**config.mk**
```make
export PLATFORM = sky130hd
export DESIGN_NAME = jk_ff_bank
export DESIGN_NICKNAME = d
export VERILOG_FILES = /design/src/rtl/jk_ff_bank.sv
export SDC_FILE = /design/constraint.sdc
export NUM_CORES = 1
export LEC_CHECK = 0
export ABC_AREA = 1
export BUFFER_PORTS_ARGS = -buffer_cell sky130_fd_sc_hd__buf_4
export CAP_MARGIN = 15
export CORE_MARGIN = 2
export CORE_UTILIZATION = 51
export DETAILED_ROUTE_END_ITERATION = 16
export GPL_ROUTABILITY_DRIVEN = 0
export PLACE_DENSITY = 0.85
export SYNTH_ARGS = -nofsm -noshare
export SYNTH_HDL_FRONTEND = slang
export SYNTH_SLANG_ARGS = --single-unit
```
**constraint.sdc**
```tcl
create_clock -name clk -period 2.4 [get_ports clk]
set_clock_uncertainty 0.15 [all_clocks]
set_input_delay 0.24 -clock clk [delete_from_list [all_inputs] [get_ports clk]]
set_output_delay 0.24 -clock clk [all_outputs]
set_load 0.05 [all_outputs]
```
**src/rtl/jk_ff_bank.sv**
```systemverilog
// jk_ff_bank: bank of WIDTH independent flip-flops whose run-time mode selects
// JK, D, T or SR behaviour. It also provides parallel load, clock enable,
// per-bit change flags, a sticky SR-illegal error flag and a saturating
// activity counter.
module jk_ff_bank #(
    parameter int               WIDTH   = 8,
    parameter logic [WIDTH-1:0] RST_VAL = '0,
    parameter int               CNT_W   = 8
) (
    input  logic             clk,
    input  logic             rst,
    input  logic             en,
    input  logic [1:0]       mode,
    input  logic [WIDTH-1:0] j,
    input  logic [WIDTH-1:0] k,
    input  logic             load,
    input  logic [WIDTH-1:0] load_val,
    input  logic             clr_err,
    output logic [WIDTH-1:0] q,
    output logic [WIDTH-1:0] qbar,
    output logic [WIDTH-1:0] changed,
    output logic             sr_err,
    output logic [CNT_W-1:0] act_cnt
);

    typedef enum logic [1:0] {
        MODE_JK = 2'b00,
        MODE_D  = 2'b01,
        MODE_T  = 2'b10,
        MODE_SR = 2'b11
    } mode_e;

    localparam logic [CNT_W-1:0] CNT_MAX = {CNT_W{1'b1}};

    logic [WIDTH-1:0] q_next;
    logic [WIDTH-1:0] diff;
    logic             err_set;
    mode_e            mode_sel;

    assign mode_sel = mode_e'(mode);
    assign diff     = q_next ^ q;
    assign qbar     = ~q;

    // Next-state selection: load beats enable, otherwise the shared mode picks the per-bit rule
    always_comb begin
        q_next  = q;
        err_set = 1'b0;
        if (load) begin
            q_next = load_val;
        end else if (en) begin
            unique case (mode_sel)
                MODE_JK: q_next = (j & ~q) | (~k & q);
                MODE_D:  q_next = j;
                MODE_T:  q_next = q ^ j;
                MODE_SR: begin
                    // j&k bits hold their value: set on 10, clear on 01, hold on 00 and 11
                    q_next  = (j & ~k) | (q & ~(j ^ k));
                    err_set = |(j & k);
                end
                default: q_next = q;
            endcase
        end
    end

    // State, change flags, sticky error and saturating activity counter all update on the same edge
    always_ff @(posedge clk) begin
        if (rst) begin
            q       <= RST_VAL;
            changed <= '0;
            sr_err  <= 1'b0;
            act_cnt <= '0;
        end else begin
            q       <= q_next;
            changed <= diff;
            if (|diff && act_cnt != CNT_MAX) begin
                act_cnt <= act_cnt + 1'b1;
            end
            if (err_set) begin
                sr_err <= 1'b1;
            end else if (clr_err) begin
                sr_err <= 1'b0;
            end
        end
    end

endmodule

```
==> flow_summary.json <==
{
  "diodes": 0,
  "pwr-share-comb_pct": 39.3,
  "post_cts_resized": 0,
  "ys_warn_count": 0,
  "wire_per_inst_um": 11.5,
  "grt_antenna_before_repair": 0,
  "die_w_um": 65.7,
  "syn_area_mm2": 0.00194,
  "die_area_mm2": 0.00432,
  "drtAntennaViolNets": 0,
  "syn_inst": 313,
  "total_power_mw": 1.18,
  "grt_pass1_vias": 1938,
  "dp_hpwl_mm": 3.88,
  "cts_buffers": 3,
  "setup_ws_ns": 0.403,
  "postRouteWirelength_mm": 4.86,
  "grt_pass1_wl_mm": 8.26,
  "syn2layout_area_growth_pct": 28.5,
  "critPathLaunchType": "flip-flop",
  "vias": 2167,
  "place_worst_setup_slack_ns": 0.257,
  "rsz0062_at_grt": "false",
  "grtUsageTotal_pct": 24.0,
  "grt_max_degree": 25,
  "power.net_switching_uw": 464,
  "cp_data_required_time_ns": 2.45,
  "outcome": "completed",
  "rows": 22,
  "finish.utilization_pct": 68.2,
  "ys_ff_latch": 25,
  "cts_tree": "done",
  "end_kind": "flip-flop",
  "avgSynthCellArea_um2": 6.21,
  "critPathMaxFanout": 11,
  "finalHoldViolations": 0,
  "cts-root-buf": "clkbuf_8",
  "worst_pin_slew_ns": 0.431,
  "final_common_cell": "nand2_1",
  "numClockSinks": 25,
  "portBuffers": 63,
  "setup_viol": 0,
  "first_iter_violations": 143,
  "min_path_type": "input port to flip-flop",
  "syn_nets": 361,
  "max_freq_mhz": 501,
  "maxSlewHeadroom_pct": 71.2,
  "p_leak_nw": 1.35,
  "hold_buffers": 0,
  "seqCellArea_um2": 510,
  "firstDrtPassIters": 4,
  "cts.path.max_buffers": 2,
  "start_util_pct": 53.1,
  "drive_above_1_share_pct": 27.7,
  "cap_violations": 0,
  "crit_type": "flip-flop to flip-flop",
  "crit_arrival_ns": 2.05,
  "cts_setup_buffers": 0,
  "clock_power_share_pct": 20.3,
  "finalSetupTns_ns": 0,
  "max-vdd-ir-drop_mv": 0.315,
  "final_cell_mix": "nand2_1 (103), buf_4 (63), inv_1 (38)",
  "power.internal_uw": 721,
  "drcViolationCount": 0,
  "htreeDepth": 1,
  "power_frac_seq_pct": 40.3,
  "fill_cells": 352,
  "die_h_um": 65.7,
  "grt_remaining_overflow": 0,
  "insertion_delay_ns": 0.27,
  "nets": 424,
  "switching_share_pct": 39.2,
  "period_share_pct": 83.2,
  "cts.clk_slew.worst_paths_ns": 0.08,
  "fin_crit_ns": 2.00,
  "vias_per_cell": 5.12,
  "final_max_slew_viol_count": 0,
  "multiInputGateArea_mm2": 0.00125,
  "powerDensity_mw_per_mm2": 474,
  "core_mm2": 0.00366,
  "yosysSeqAreaShare_pct": 25.8,
  "ys_types": 21,
  "ios": 64
}
-- area by class of cell --
class | count | share of cell area (%)
Clock buffer | 3 | 1.65
Sequential cell | 25 | 20.4
Multi-Input combinational cell | 242 | 50.2
Timing Repair Buffer | 63 | 18.9
Tap cell | 48 | 2.40
Inverter | 41 | 6.16
Clock inverter | 1 | 0.200
-- logic make-up (layout without fill, tap and decap cells) --
family / Yosys count / count (layout) / share of synthesized area [%]
simple gates: 186 / 186 / 42.6
buf+inv: 46 / 108 / 9.72
compound gates: 34 / 34 / 8.76
flops: 25 / 25 / 25.8
fa+ha+maj: 17 / 17 / 10.9
xor+xnor: 5 / 5 / 2.25
-- registers in the layout, indices dropped and copies added (netlist names) --
register  count
act_cnt       8
changed       8
q             8
sr_err        1
-- cells in the mapped netlist --
master    count  area [um2]
nand2_1     103         387
inv_1        38         143
nand3_1      33         165
a21oi_1      26         130
dfxtp_1      25         500
nor2_1       20        75.1
ha_1         17         213
nand2_2      12        75.1
o21ai_1       8        40.0
or2_2         8        50.1
inv_2         3        11.3
nor2_2        3        18.8
nor4_1        3        18.8
xnor2_1       3        26.3
buf_6         2        22.5
clkbuf_1      2        7.51
nand3_2       2        20.0
xor2_1        2        17.5
buf_2         1        5.00
nand4_1       1        6.26
nor2_4        1        11.3
-- stage by stage --
step	hold WS [ns]	instance area (um2)	cells
detailed placement	0.325	2450	419
CTS	0.0750	2500	423
finish	0.0790	2500	423
global route	0.0984	2500	423
floorplan	0.159	1950	313
global placement	0.324	2450	419
-- worst max-delay path: stages (launching register included) --
cell	delay, ns
dfxtp_2	0.41
inv_1	0.11
nand2_1	0.09
nand2_1	0.06
a21oi_1	0.12
nand2_1	0.06
nand2_1	0.07
nand3_1	0.08
nand2_2	0.08
nand2_1	0.06
nor2_2	0.14
nand2_2	0.16
nand2_2	0.16
nand2_1	0.08
a21oi_1	0.11
-- metal layers --
layer  share of wire [%]  vias up  routed length [um]  GRT usage [%]
met1                  43      990                2110           30.1
met4                0.39        0                  19           3.13
met5                   0        -                   0              0
li1                    -     1112                   -              -
met2                  51       60                2460           43.4
met3                 5.5        5                 268           4.45
-- worst paths after layout --
path                                    to  slack [ns]  cells after the start  startpoint
worst max-delay path            act_cnt[6]        0.40                     14        q[7]
worst max register to register  act_cnt[6]        0.40                     14        q[7]
worst min-delay path                sr_err        0.08                      4     clr_err
worst min register to register      sr_err        0.34                      2      sr_err
-- power groups by stage --
stage | sequential (mW) | combinational (mW) | clock (mW)
global route | 0.482 | 0.511 | 0.265
finish | 0.478 | 0.466 | 0.241
global placement | 0.486 | 0.455 | 0
floorplan | 0.581 | 0.215 | 0
CTS | 0.478 | 0.467 | 0.246
detailed placement | 0.487 | 0.465 | 0
No activity file was read; power rests on OpenSTA's default activity.
